File: config.mk
export PLATFORM = sky130hd
export DESIGN_NAME = msg_tracker
export DESIGN_NICKNAME = d
export VERILOG_FILES = /design/src/rtl/msg_tracker_pkg.sv /design/src/rtl/msg_chan_fsm.sv /design/src/rtl/msg_tracker.sv
export SDC_FILE = /design/constraint.sdc
export NUM_CORES = 1
export LEC_CHECK = 0
export ABC_CLOCK_PERIOD_IN_PS = 4050
export CAP_MARGIN = 20
export CORE_MARGIN = 5
export CORE_UTILIZATION = 45
export DETAILED_ROUTE_END_ITERATION = 12
export RECOVER_POWER = 25
export SLEW_MARGIN = 0
export SYNTH_ARGS = -nofsm -noshare
export SYNTH_HDL_FRONTEND = slang
export SYNTH_SLANG_ARGS = --single-unit
File: constraint.sdc
create_clock -name clock -period 4.05 [get_ports clock]
set_clock_uncertainty 0.1 [all_clocks]
set_input_delay 0.6075 -clock clock [delete_from_list [all_inputs] [get_ports clock]]
set_output_delay 0.6075 -clock clock [all_outputs]
set_load 0.1 [all_outputs]
File: src/rtl/msg_tracker_pkg.sv
// Shared constants for the multi-channel message framing monitor.
// Channel state encodings and framing error codes used by msg_tracker and msg_chan_fsm.
package msg_tracker_pkg;

    localparam logic [1:0] IDLE = 2'd0;
    localparam logic [1:0] SEND = 2'd1;
    localparam logic [1:0] DROP = 2'd2;

    localparam logic [1:0] ERR_NONE    = 2'b00;
    localparam logic [1:0] ERR_ORPHAN  = 2'b01;
    localparam logic [1:0] ERR_LONG    = 2'b10;
    localparam logic [1:0] ERR_RESTART = 2'b11;

    // Index width that never collapses to zero for a single channel.
    function automatic int idx_width(input int n);
        return (n > 1) ? $clog2(n) : 1;
    endfunction

endpackage

File: src/rtl/msg_chan_fsm.sv
// One channel's IDLE/SEND/DROP framing tracker with a beat counter.
// Emits combinational event strobes for the beat it is handed; the top registers them.
module msg_chan_fsm
    import msg_tracker_pkg::*;
#(
    parameter int MAX_LEN = 16,
    parameter int LEN_W   = 5
) (
    input  logic             clock,
    input  logic             reset_n,
    input  logic             beat,
    input  logic             head,
    input  logic             tail,
    output logic             in_send,
    output logic             ev_start,
    output logic             ev_done,
    output logic             ev_err,
    output logic [1:0]       ev_code,
    output logic [LEN_W-1:0] ev_len
);

    logic [1:0]       state_r;
    logic [1:0]       state_nxt_s;
    logic [LEN_W-1:0] cnt_r;
    logic [LEN_W-1:0] cnt_nxt_s;
    logic [LEN_W-1:0] cnt_inc_s;
    logic             send_r;

    // Next-state, counter and event decode for the beat presented this cycle.
    always_comb begin
        state_nxt_s = state_r;
        cnt_nxt_s   = cnt_r;
        ev_start    = 1'b0;
        ev_done     = 1'b0;
        ev_err      = 1'b0;
        ev_code     = ERR_NONE;
        ev_len      = {LEN_W{1'b0}};
        cnt_inc_s   = cnt_r + LEN_W'(1);
        if (beat) begin
            case (state_r)
                IDLE, DROP: begin
                    // A head opens a message from IDLE and from DROP alike.
                    if (head) begin
                        ev_done     = tail;
                        ev_start    = ~tail;
                        ev_len      = tail ? LEN_W'(1) : {LEN_W{1'b0}};
                        state_nxt_s = tail ? IDLE : SEND;
                        cnt_nxt_s   = tail ? {LEN_W{1'b0}} : LEN_W'(1);
                    end else if (state_r == IDLE) begin
                        ev_err  = 1'b1;
                        ev_code = ERR_ORPHAN;
                    end else begin
                        state_nxt_s = tail ? IDLE : DROP;
                    end
                end
                SEND: begin
                    if (head) begin
                        ev_err      = 1'b1;
                        ev_code     = ERR_RESTART;
                        ev_done     = tail;
                        ev_start    = ~tail;
                        ev_len      = tail ? LEN_W'(1) : {LEN_W{1'b0}};
                        state_nxt_s = tail ? IDLE : SEND;
                        cnt_nxt_s   = tail ? {LEN_W{1'b0}} : LEN_W'(1);
                    end else if (tail) begin
                        ev_done     = 1'b1;
                        ev_len      = cnt_inc_s;
                        state_nxt_s = IDLE;
                        cnt_nxt_s   = {LEN_W{1'b0}};
                    end else if (cnt_inc_s == LEN_W'(MAX_LEN)) begin
                        ev_err      = 1'b1;
                        ev_code     = ERR_LONG;
                        state_nxt_s = DROP;
                        cnt_nxt_s   = {LEN_W{1'b0}};
                    end else begin
                        cnt_nxt_s = cnt_inc_s;
                    end
                end
                default: begin
                    state_nxt_s = IDLE;
                    cnt_nxt_s   = {LEN_W{1'b0}};
                end
            endcase
        end else begin
            state_nxt_s = state_r;
        end
    end

    // Channel state, beat counter and registered in-message flag.
    always_ff @(posedge clock or negedge reset_n) begin
        if (!reset_n) begin
            state_r <= IDLE;
            cnt_r   <= {LEN_W{1'b0}};
            send_r  <= 1'b0;
        end else begin
            state_r <= state_nxt_s;
            cnt_r   <= cnt_nxt_s;
            send_r  <= (state_nxt_s == SEND);
        end
    end

    assign in_send = send_r;

endmodule

File: src/rtl/msg_tracker.sv
// Multi-channel message framing monitor: one msg_chan_fsm per channel, with the
// single active channel's events registered onto shared pulse/status outputs.
module msg_tracker
    import msg_tracker_pkg::*;
#(
    parameter int NUM_CH  = 4,
    parameter int MAX_LEN = 16,
    localparam int CH_W   = idx_width(NUM_CH),
    localparam int LEN_W  = $clog2(MAX_LEN + 1)
) (
    input  logic              clock,
    input  logic              reset_n,
    input  logic              valid,
    input  logic              head,
    input  logic              tail,
    input  logic [CH_W-1:0]   chan,
    output logic [NUM_CH-1:0] msg_ip,
    output logic              msg_start,
    output logic              msg_done,
    output logic [CH_W-1:0]   done_chan,
    output logic [LEN_W-1:0]  done_len,
    output logic              err,
    output logic [1:0]        err_code
);

    logic [NUM_CH-1:0] beat_s;
    logic [NUM_CH-1:0] in_send_s;
    logic [NUM_CH-1:0] ev_start_s;
    logic [NUM_CH-1:0] ev_done_s;
    logic [NUM_CH-1:0] ev_err_s;
    logic [1:0]        ev_code_s [NUM_CH];
    logic [LEN_W-1:0]  ev_len_s  [NUM_CH];

    logic              sel_start_s;
    logic              sel_done_s;
    logic              sel_err_s;
    logic [1:0]        sel_code_s;
    logic [LEN_W-1:0]  sel_len_s;
    logic [CH_W-1:0]   sel_chan_s;

    logic              msg_start_r;
    logic              msg_done_r;
    logic              err_r;
    logic [1:0]        err_code_r;
    logic [LEN_W-1:0]  done_len_r;
    logic [CH_W-1:0]   done_chan_r;

    // Out-of-range channel numbers never match a gate, so they are ignored outright.
    for (genvar c = 0; c < NUM_CH; c++) begin : g_ch
        assign beat_s[c] = valid && (chan == CH_W'(c));

        msg_chan_fsm #(
            .MAX_LEN (MAX_LEN),
            .LEN_W   (LEN_W)
        ) u_chan (
            .clock    (clock),
            .reset_n  (reset_n),
            .beat     (beat_s[c]),
            .head     (head),
            .tail     (tail),
            .in_send  (in_send_s[c]),
            .ev_start (ev_start_s[c]),
            .ev_done  (ev_done_s[c]),
            .ev_err   (ev_err_s[c]),
            .ev_code  (ev_code_s[c]),
            .ev_len   (ev_len_s[c])
        );
    end

    // OR-merge channel events; at most one channel sees a beat per cycle.
    always_comb begin
        sel_start_s = 1'b0;
        sel_done_s  = 1'b0;
        sel_err_s   = 1'b0;
        sel_code_s  = ERR_NONE;
        sel_len_s   = {LEN_W{1'b0}};
        sel_chan_s  = {CH_W{1'b0}};
        for (int c = 0; c < NUM_CH; c++) begin
            sel_start_s = sel_start_s | ev_start_s[c];
            sel_done_s  = sel_done_s  | ev_done_s[c];
            sel_err_s   = sel_err_s   | ev_err_s[c];
            sel_code_s  = sel_code_s  | ev_code_s[c];
            sel_len_s   = sel_len_s   | ev_len_s[c];
            sel_chan_s  = sel_chan_s  | (beat_s[c] ? CH_W'(c) : {CH_W{1'b0}});
        end
    end

    // Event registers: pulses last one cycle, status fields hold until their next event.
    always_ff @(posedge clock or negedge reset_n) begin
        if (!reset_n) begin
            msg_start_r <= 1'b0;
            msg_done_r  <= 1'b0;
            err_r       <= 1'b0;
            err_code_r  <= ERR_NONE;
            done_len_r  <= {LEN_W{1'b0}};
            done_chan_r <= {CH_W{1'b0}};
        end else begin
            msg_start_r <= sel_start_s;
            msg_done_r  <= sel_done_s;
            err_r       <= sel_err_s;
            if (sel_start_s || sel_done_s || sel_err_s) begin
                done_chan_r <= sel_chan_s;
            end else begin
                done_chan_r <= done_chan_r;
            end
            if (sel_done_s) begin
                done_len_r <= sel_len_s;
            end else begin
                done_len_r <= done_len_r;
            end
            if (sel_err_s) begin
                err_code_r <= sel_code_s;
            end else begin
                err_code_r <= err_code_r;
            end
        end
    end

    assign msg_ip    = in_send_s;
    assign msg_start = msg_start_r;
    assign msg_done  = msg_done_r;
    assign err       = err_r;
    assign err_code  = err_code_r;
    assign done_len  = done_len_r;
    assign done_chan = done_chan_r;

endmodule
==> results of run 1 <==
## registers in the layout, summed over array words and instances, names as in the netlist
name	cells
msg_start	1
err	1
done_len	5
g_ch.u_chan.in_send	4
msg_done	1
err_code	2
g_ch.u_chan.cnt_r	20
done_chan	2
g_ch.u_chan.state_r	8
## how the worst min path moves through the flow
stage / startpoint / slack [ns] / endpoint
final: reset_n / 0.27 / g_ch[0].u_chan.state_r[0]$_DFF_PN0_
after floorplan: reset_n / 0.21 / done_chan[0]$_DFFE_PN0P_
after global routing: reset_n / 0.34 / g_ch[0].u_chan.state_r[0]$_DFF_PN0_
after global placement: err_code[0]$_DFFE_PN0P_ / 0.37 / err_code[0]$_DFFE_PN0P_
after detailed placement: err_code[0]$_DFFE_PN0P_ / 0.38 / err_code[0]$_DFFE_PN0P_
after CTS: err_code[0]$_DFFE_PN0P_ / 0.40 / err_code[0]$_DFFE_PN0P_
## critical path, delay by kind of cell
kind	cells	cell delay [ns]
and+or+nand+nor	3	0.88
buffers and inverters	1	0.75
muxes	1	0.18
AOI/OAI and AO/OA	2	0.45
## cells by family (layout without fill, tap and decap cells)
logic type / count (synthesis) / count (layout) / synth area share (%)
flops: 44 / 44 / 37.3
xor+xnor: 12 / 12 / 3.56
fa+ha+maj: 5 / 5 / 2.12
simple gates: 126 / 126 / 22.7
compound gates: 111 / 111 / 24.8
mux: 4 / 4 / 1.40
buf+inv: 38 / 47 / 8.10
## cells in the final DEF, fill, tap and decap left out, drive strengths merged, types with 3 or more instances in the layout
master and count:
o21ai 40, ha 5, and3 3, clkdlybuf4s50 21, a21oi 11, mux2i 3, inv 13, nand3 16
o2111ai 4, a221oi 3, xor2 8, nand2b 12, a31oi 7, nor2 19, a32o 3, xnor2 4
o31ai 6, a22oi 9, buf 3, and2 5, dfrtp 44, o41ai 4, nor2b 12, o21bai 3
clkbuf 8, o22ai 5, nor3 3, nand2 37, nand4b 3
## metrics by stage
step | instance area (sq um) | total power (uW) | worst slack [ns] | std cells | hold slack [ns]
2_1_floorplan | 2950 | 899 | 1.91 | 340 | 0.212
3_3_place_gp | 3090 | 1000 | 1.00 | 417 | 0.375
6_report | 3220 | 1350 | 1.30 | 426 | 0.267
3_5_place_dp | 3090 | 1010 | 1.01 | 417 | 0.381
5_1_grt | 3220 | 1430 | 1.09 | 426 | 0.338
4_1_cts | 3210 | 1370 | 1.33 | 425 | 0.397
## synth_stat cells (5+ instances only)
cell,n
o22ai_1,5
nor2_1,19
nor2b_1,12
a31oi_1,7
nand2b_1,12
inv_1,12
nand3_1,16
buf_4,6
clkbuf_1,9
ha_1,5
a21oi_1,11
o21ai_0,39
dfrtp_1,44
a22oi_1,8
xor2_1,8
o31ai_1,6
buf_6,7
nand2_1,37
## final cells by class
type                    count  area share, %
clock buffers               6           2.57
clock inverters             2           1.21
inverters                  13           1.52
multi-input cells         258           50.0
flip-flops and latches     44           34.2
well taps                  77           2.99
repair buffers             26           7.47
## power by group through the flow
| stage | Sequential [uW] | Clock, uW | Combinational, uW |
|---|---|---|---|
| 2_1_floorplan | 695 | 0 | 203 |
| 3_3_place_gp | 546 | 0 | 457 |
| 3_5_place_dp | 546 | 0 | 459 |
| 4_1_cts | 538 | 371 | 460 |
| 5_1_grt | 547 | 392 | 492 |
| 6_report | 537 | 358 | 458 |
## per-layer routing
layer,wire [um],vias to the layer above
met5,0,-
met4,97,0
met3,258,9
met2,3320,44
met1,3320,1218
li1,-,1259
==> out/metrics.cfg, run 1 <==
[status]
status=finished, violations left
violations=max-capacitance violations, max-slew violations

[timing]
hold_viol=0
rsz0062_at_grt=no
fin_crit_sh_pct=67.9
fmaxAchievable_mhz=364
tightest_slew_ns=1.58
relSlewSlack_pct=-5.12
finalCriticalPeriod_ns=2.75
setup_tns_ns=0
setup_violations=0
final_max_slew_viol_count=30

[flow_run]
cap_violations=1

[logic_synthesis]
yosys.area.top_type=dfrtp_1
synth_top_area_share_pct=37.3
synthesis.area_sq_mm=0.00295
async_flop_share_pct=100
ys_seq_area_share_pct=37.3
syn_inst=340
synth_area_leaders=dfrtp_1, o21ai_0, nand2_1
avgSynthCellArea_sq_um=8.67
ys_types=62
synthFlopType=dfrtp_1
ys_seq_elements=44
yosysWarnings=0
synth_edf_count=0
syn-num-nets=352

[pwr]
swShare_pct=39.5
p_leak_uw=0.00131
peakVddDrop_v=0.000200
clock_power_share_pct=26.4
seqPwrFrac_pct=39.7
switchingPower_uw=535
p_int_uw=819
p_comb_share_pct=33.9
power.density_mw_per_mm2=421

[setup_path]
crit_start=head
reg2reg_depth=6
crit_path_end_kind=flip-flop
cp_max_fo=19
endpoint=done_chan[1]$_DFFE_PN0P_
path_class=in2reg
startpoint_type=input port
cp_slowest_cell=clkdlybuf4s50_1
crit_chain=clkdlybuf4s50_1 > nor2b_1 > o211ai_1 > and4_1 > nor4bb_1 > o311a_2 > mux2i_1
crit_arrival_ns=2.87
worst-r2r-setup-slack_ns=1.89
crit_path_max_incr_delay_ns=0.75
required_ns=4.17
worstReg2RegEnd=done_chan[1]$_DFFE_PN0P_
r2r_start=g_ch[3].u_chan.cnt_r[0]$_DFFE_PN0P_

[global_route]
grt_pass1_wl_mm=12.0
grt-busiest-layer=met2
gr-usage-met2_pct=27.7
overflow=0
grtUsageMet1_pct=24.3
grt_max_degree=45
antenna_found_initial=0
grt.total_usage_pct=17.5
met3_usage_pct=3.64
grt_pass1_vias=2457

[cts]
cts_made_buffers=5
clk_transition_reported_paths_ns=0.09
cts_hold_buf=0
clk_latency_ns=0.30
cts_resized=0
cts-root-buf=clkbuf_8
cts_tree=yes
htree_levels=2
cts_setup_buffers=0
cts_max_path_buffers=2
clkSinkCount=44

[floorplanning]
die_area_sq_mm=0.00827
die_h_um=91.0
start_util_pct=46.4
die_w_um=91.0
io_pins=23
core_area_sq_mm=0.00635
rows=29

[placement]
gp_congestion=0.859
io_buffers=22
dp.final_hpwl_mm=5.27

[detailed_routing]
wl_per_cell_um=16.4
vias_per_cell=5.94
remaining_drc_errors=0
ant_nets=0
vias=2530
first_iter_violations=130
dr.pass1.iters=4
wirelength_mm=7.00

[layout]
area_growth_pct=9.08
fillers=618
num_antenna_cells=0
drive_gt1_share_pct=6.59
post-route-util_pct=50.7
multi_input_area_sq_mm=0.00161
seqCellArea_sq_mm=0.00110
num-nets-final=360

[min_path]
min_path_type=in2async

Power figures use the tool's default switching activity.
==> run 2: changes to the inputs <==
--- a/config.mk
+++ b/config.mk
@@ -5,11 +5,12 @@
 export SDC_FILE = /design/constraint.sdc
 export NUM_CORES = 1
 export LEC_CHECK = 0
-export ABC_CLOCK_PERIOD_IN_PS = 4050
+export ABC_CLOCK_PERIOD_IN_PS = 2400
 export CAP_MARGIN = 20
 export CORE_MARGIN = 5
 export CORE_UTILIZATION = 45
 export DETAILED_ROUTE_END_ITERATION = 12
+export PLACE_DENSITY = 0.67
 export RECOVER_POWER = 25
 export SLEW_MARGIN = 0
 export SYNTH_ARGS = -nofsm -noshare
==> constraint.sdc (replaced) <==
create_clock -name clock -period 2.4 [get_ports clock]
set_clock_uncertainty 0.1 [all_clocks]
set_input_delay 0.36 -clock clock [delete_from_list [all_inputs] [get_ports clock]]
set_output_delay 0.36 -clock clock [all_outputs]
set_load 0.1 [all_outputs]
==> run 2 against run 1 <==
  * The flow now finishes without violations
  * Highest routed layer unchanged
  * Clock power up 63%
  * Final area up 4.5%
  * Sequential cell count unchanged
  * Via count up 5.1%
  * Non-clock buffer count up 24
  * Utilization up 2.3 points
  * First-iteration DRC count down 6.2%
  * Sequential power up 68%
  * Largest cell class unchanged
  * Wire length up 2.1%
  * Critical path type unchanged
  * Register-to-register slack worse by 1.6 ns
  * Setup slack worse by 1.1 ns
  * Critical path depth up 1
==> out/metrics.cfg, run 2 (synthesis results as in run 1) <==
[floorplanning]
start_util_pct=46.4  ; unchanged
core_area_sq_mm=0.00635  ; unchanged
rows=29  ; unchanged
die_area_sq_mm=0.00827  ; unchanged
die_w_um=91.0  ; unchanged
die_h_um=91.0  ; unchanged
io_pins=23  ; unchanged

[timing]
fmaxAchievable_mhz=461
finalCriticalPeriod_ns=2.17
worst_slack_ns=0.231  ; was 1.30 ns
hold_viol=0  ; unchanged
fin_crit_sh_pct=90.4
setup_violations=0  ; unchanged
rsz0062_at_grt=no  ; unchanged
tightest_slew_ns=1.11  ; was 1.58 ns
final_max_slew_viol_count=0  ; was 30
relSlewSlack_pct=25.8  ; was -5.12%

[cts]
clkSinkCount=44  ; unchanged
cts_resized=0  ; unchanged
cts_tree=yes  ; unchanged
cts_made_buffers=5  ; unchanged
cts-root-buf=clkbuf_8  ; unchanged
htree_levels=2  ; unchanged
clk_transition_reported_paths_ns=0.10  ; was 0.09 ns
clk_latency_ns=0.31  ; was 0.30 ns
cts_max_path_buffers=2  ; unchanged
cts_setup_buffers=0  ; unchanged
cts_hold_buf=0  ; unchanged

[setup_path]
crit_arrival_ns=2.27  ; was 2.87 ns
startpoint_type=input port  ; unchanged
crit_path_end_kind=flip-flop  ; unchanged
path_class=in2reg  ; unchanged
required_ns=2.50  ; was 4.17 ns
cp_max_fo=9  ; was 19

[pwr]
p_leak_uw=0.00145  ; was 0.00131 uW
power.density_mw_per_mm2=681  ; was 421 mW/mm^2
finalPower_uw=2290  ; was 1350 uW
peakVddDrop_v=0.000441  ; was 0.000200 V

[detailed_routing]
wirelength_mm=7.15  ; was 7.00 mm
vias=2658  ; was 2530
remaining_drc_errors=0  ; unchanged
first_iter_violations=122  ; was 130
wl_per_cell_um=15.9  ; was 16.4 um
dr_wl_met2_mm=3.34  ; was 3.32 mm
dr_wl_met3_um=318  ; was 258 um
vias_per_cell=5.91  ; was 5.94
topRoutingLayerUsed=met4  ; unchanged
ant_nets=0  ; unchanged
dr.pass1.iters=4  ; unchanged
wl_met1_mm=3.35  ; was 3.32 mm

[layout]
area_growth_pct=14.0  ; was 9.08%
regMostFlops=g_ch.u_chan.cnt_r  ; unchanged
num-nets-final=384  ; was 360
num_antenna_cells=0  ; unchanged
final_common_cell=dfrtp_1  ; unchanged
drive_gt1_share_pct=17.4  ; was 6.59%
post-route-util_pct=52.9  ; was 50.7%
final_cell_mix=dfrtp_1, buf_4, o21ai_0, nand2_1, nor2_1  ; was dfrtp_1, o21ai_0, nand2_1, clkdlybuf4s50_1, nor2_1
design_area_sq_mm=0.00336  ; was 0.00322 sq mm
largest_register_ffs=20  ; unchanged
fillers=605  ; was 618

[min_path]
min_path_type=in2async  ; unchanged

[status]
status=completed  ; was finished, violations left

[global_route]
grt_pass1_vias=2584  ; was 2457
overflow=0  ; unchanged
grt_pass1_wl_mm=12.5  ; was 12.0 mm
grt_max_degree=45  ; unchanged
grt.total_usage_pct=18.1  ; was 17.5%
antenna_found_initial=0  ; unchanged

[placement]
dp.final_hpwl_mm=5.36  ; was 5.27 mm
placed_cell_area_sq_mm=0.00325  ; was 0.00309 sq mm
dpl_worst_slack_ns=-0.0827  ; was 1.01 ns
gp_congestion=0.865  ; was 0.859
io_buffers=22  ; unchanged

[flow_run]
cap_violations=0  ; was 1

==> run 2: cell count changes in the layout (fill, tap and decap cells not counted), sizes merged <==
cell,before,now
clkdlybuf4s50,21,5
clkbuf,8,6
clkinvlp,0,1
buf,3,44
==> run 2: metal layers <==
layer,vias up,global-route usage [%]
li1,1302,-
met1,1278,25.5
met2,66,28.4
met3,12,2.98
met4,0,5.87
met5,-,0
==> run 2: cell type report <==
| cell class | count | area, sq um | area share [%] |
|---|---|---|---|
| clock inverter | 3 | 42.5 | 1.27 |
| inverter | 13 | 48.8 | 1.45 |
| multi-input combinational | 258 | 1610 | 47.9 |
| timing repair buffer | 50 | 395 | 11.8 |
| clock buffer | 5 | 68.8 | 2.05 |
| sequential | 44 | 1100 | 32.8 |
| tap | 77 | 96.3 | 2.87 |
==> run 2: power by group <==
| part | total (uW) | internal [uW] | switching, uW |
|---|---|---|---|
| clock | 582 | 308 | 274 |
| sequential | 900 | 822 | 77.6 |
| combinational | 807 | 235 | 572 |
==> run 2: path summary, 6_finish.rpt <==
kind                                                startpoint                             endpoint  slack [ns]  cells past startpoint
hold reg to reg                        err_code[0]$_DFFE_PN0P_              err_code[0]$_DFFE_PN0P_        0.40                      1
max in group asynchronous                              reset_n  g_ch[2].u_chan.cnt_r[1]$_DFFE_PN0P_        1.28                      2
min in group clock                     err_code[0]$_DFFE_PN0P_              err_code[0]$_DFFE_PN0P_        0.40                      1
setup reg to reg           g_ch[2].u_chan.cnt_r[0]$_DFFE_PN0P_              err_code[1]$_DFFE_PN0P_        0.26                      6
setup / recovery                                         valid              err_code[0]$_DFFE_PN0P_        0.23                      8
hold / removal                                         reset_n  g_ch[1].u_chan.cnt_r[2]$_DFFE_PN0P_        0.23                      2
==> run 2: per-stage QoR <==
stage,hold WS [ns],instances,setup TNS (ns)
3_3_place_gp,0.368,442,-0.0379
3_5_place_dp,0.383,442,-0.223
4_1_cts,0.0491,450,0
6_report,0.233,450,0
2_1_floorplan,-0.0356,340,0
5_1_grt,0.356,450,0
==> run 2: worst max-delay path: stages <==
cell	delay [ns]
clkdlybuf4s50_1	0.61
nor3b_4	0.32
buf_4	0.17
nand2_1	0.10
nor4_1	0.24
a211oi_1	0.11
a21boi_1	0.17
a21o_1	0.19
==> run 3: changes to the inputs <==
==> constraint.sdc (replaced) <==
create_clock -name clock -period 2.4 [get_ports clock]
set_clock_uncertainty 0.1 [all_clocks]
set_input_delay 0.48 -clock clock [delete_from_list [all_inputs] [get_ports clock]]
set_output_delay 0.48 -clock clock [all_outputs]
set_load 0.1 [all_outputs]
==> run 3 against run 2 <==
  * Critical path type unchanged
  * Non-clock buffer count increased by 9
  * Highest routed layer unchanged
  * Setup slack got worse by 0.099 ns
  * Clock power decreased by 2%
  * Utilization increased by 1.2 points
==> out/metrics.cfg, run 3 (synthesis results as in run 1) <==
[status]
status=completed  ; unchanged

[timing]
final_max_slew_viol_count=0  ; unchanged
worst_slack_ns=0.132  ; was 0.231 ns
fmaxAchievable_mhz=441  ; was 461 MHz
rsz0062_at_grt=no  ; unchanged
fin_crit_sh_pct=94.5  ; was 90.4%
tightest_slew_ns=1.06  ; was 1.11 ns
setup_violations=0  ; unchanged
holdWs_ns=0.245  ; was 0.233 ns
relSlewSlack_pct=29.0  ; was 25.8%
hold_viol=0  ; unchanged
finalCriticalPeriod_ns=2.27  ; was 2.17 ns

[detailed_routing]
first_iter_violations=140  ; was 122
remaining_drc_errors=0  ; unchanged
ant_nets=0  ; unchanged
vias=2690  ; was 2658
wl_per_cell_um=16.1  ; was 15.9 um
wirelength_mm=7.41  ; was 7.15 mm
vias_per_cell=5.86  ; was 5.91
dr.pass1.iters=4  ; unchanged

[cts]
cts_tree=yes  ; unchanged
cts-root-buf=clkbuf_8  ; unchanged
cts_made_buffers=5  ; unchanged
clk_latency_ns=0.30  ; was 0.31 ns
htree_levels=2  ; unchanged
clkSinkCount=44  ; unchanged
clk_transition_reported_paths_ns=0.09  ; was 0.10 ns
cts_hold_buf=0  ; unchanged
cts_max_path_buffers=2  ; unchanged

[setup_path]
worstReg2RegEnd=done_chan[1]$_DFFE_PN0P_  ; was err_code[1]$_DFFE_PN0P_
reg2reg_depth=6  ; unchanged
timing.critical_path.mode_cell=buf_4
cp_slowest_cell=clkdlybuf4s50_1  ; unchanged
r2r_start=g_ch[3].u_chan.cnt_r[1]$_DFFE_PN0P_  ; was g_ch[2].u_chan.cnt_r[0]$_DFFE_PN0P_
crit_chain=clkdlybuf4s50_1 > buf_4 > nor3b_4 > buf_4 > nand2_1 > nor4_2 > a211oi_2 > a21boi_1 > a21o_1  ; was clkdlybuf4s50_1 > nor3b_4 > buf_4 > nand2_1 > nor4_1 > a211oi_1 > a21boi_1 > a21o_1
startpoint_type=input port  ; unchanged
worst-r2r-setup-slack_ns=0.30  ; was 0.26 ns
required_ns=2.50  ; about the same
crit_path_max_incr_delay_ns=0.49  ; was 0.61 ns
cp_max_fo=6  ; was 9
crit_arrival_ns=2.36  ; was 2.27 ns
crit_path_end_kind=flip-flop  ; unchanged
path_class=in2reg  ; unchanged

[layout]
num-nets-final=393  ; was 384
area_growth_pct=16.6  ; was 14.0%
fillers=602  ; was 605
drive_gt1_share_pct=19.4  ; was 17.4%
final_common_cell=buf_4  ; was dfrtp_1
final_cell_mix=buf_4, dfrtp_1, o21ai_0, nand2_1, nor2_1  ; was dfrtp_1, buf_4, o21ai_0, nand2_1, nor2_1
num_antenna_cells=0  ; unchanged
regMostFlops=g_ch.u_chan.cnt_r  ; unchanged
post-route-util_pct=54.1  ; was 52.9%
largest_register_ffs=20  ; unchanged
design_area_sq_mm=0.00344  ; was 0.00336 sq mm

[placement]
dpl_worst_slack_ns=-0.210  ; was -0.0827 ns
io_buffers=22  ; unchanged
gp_congestion=0.916  ; was 0.865
dp.final_hpwl_mm=5.67  ; was 5.36 mm
placed_cell_area_sq_mm=0.00332  ; was 0.00325 sq mm

[floorplanning]
core_area_sq_mm=0.00635  ; unchanged
io_pins=23  ; unchanged
die_h_um=91.0  ; unchanged
die_area_sq_mm=0.00827  ; unchanged
rows=29  ; unchanged
die_w_um=91.0  ; unchanged
start_util_pct=46.4  ; unchanged

[flow_run]
cap_violations=0  ; unchanged

[global_route]
grt_max_degree=26  ; was 45
grt_pass1_wl_mm=13.0  ; was 12.5 mm
antenna_found_initial=0  ; unchanged
grt_pass1_vias=2738  ; was 2584
overflow=0  ; unchanged
grt.total_usage_pct=18.9  ; was 18.1%

[pwr]
peakVddDrop_v=0.000470  ; was 0.000441 V
p_leak_uw=0.00150  ; was 0.00145 uW
power.density_mw_per_mm2=665  ; was 681 mW/mm^2

[min_path]
min_path_type=in2async  ; unchanged

==> run 3: worst max path at each step <==
stage            start                        to  slack, ns
2_1_floorplan  chan[0]  done_chan[0]$_DFFE_PN0P_       0.38
6_report       chan[1]   err_code[0]$_DFFE_PN0P_       0.13
4_1_cts          valid  done_chan[1]$_DFFE_PN0P_       0.10
3_5_place_dp     valid  done_chan[1]$_DFFE_PN0P_      -0.21
5_1_grt        chan[0]  done_chan[1]$_DFFE_PN0P_      0.004
3_3_place_gp     valid  done_chan[1]$_DFFE_PN0P_      -0.12
==> run 3: routing by layer <==
metal | wire length (um) | share of wire (%) | vias to the layer above | global-route usage (%)
met5 | 0 | 0 | - | 0
met2 | 3530 | 48 | 47 | 29.7
met4 | 157 | 2.1 | 0 | 6.72
met3 | 245 | 3.3 | 16 | 3.55
met1 | 3480 | 47 | 1304 | 26.1
li1 | - | - | 1323 | -
==> run 3: power breakdown <==
part,total (uW),switching [uW],internal [uW],leakage [uW]
sequential,899,76.5,822,0.000544
combinational,819,576,243,0.000896
clock,569,260,309,0.0000552
==> run 3: final cells by class <==
type                    count  area, sq um  share of cell area (%)
well taps                  77         96.3                    2.80
repair buffers             59          463                    13.5
clock buffers               6         72.6                    2.11
inverters                  13         48.8                    1.42
multi-input cells         258         1620                    47.2
clock inverters             2         35.0                    1.02
flip-flops and latches     44         1100                    32.0
==> run 3: timing repair <==
item,4_1_cts,5_1_grt
setup endpoints to repair,0,3
buffers inserted,0,0
gates resized for setup,0,4
==> run 3: worst max-delay path: cells and delay by family <==
kind                   cells  cell delay, ns
AOI/OAI and AO/OA          3            0.43
and+or+nand+nor            3            0.60
buffers and inverters      3            0.85
==> run 3: per-stage QoR <==
| stage | total power, uW | TNS (ns) | instances |
|---|---|---|---|
| detailed placement | 1730 | -2.08 | 451 |
| finish | 2290 | 0 | 459 |
| global placement | 1720 | -0.982 | 451 |
| CTS | 2310 | 0 | 459 |
| global route | 2430 | 0 | 459 |
| floorplan | 1520 | 0 | 340 |
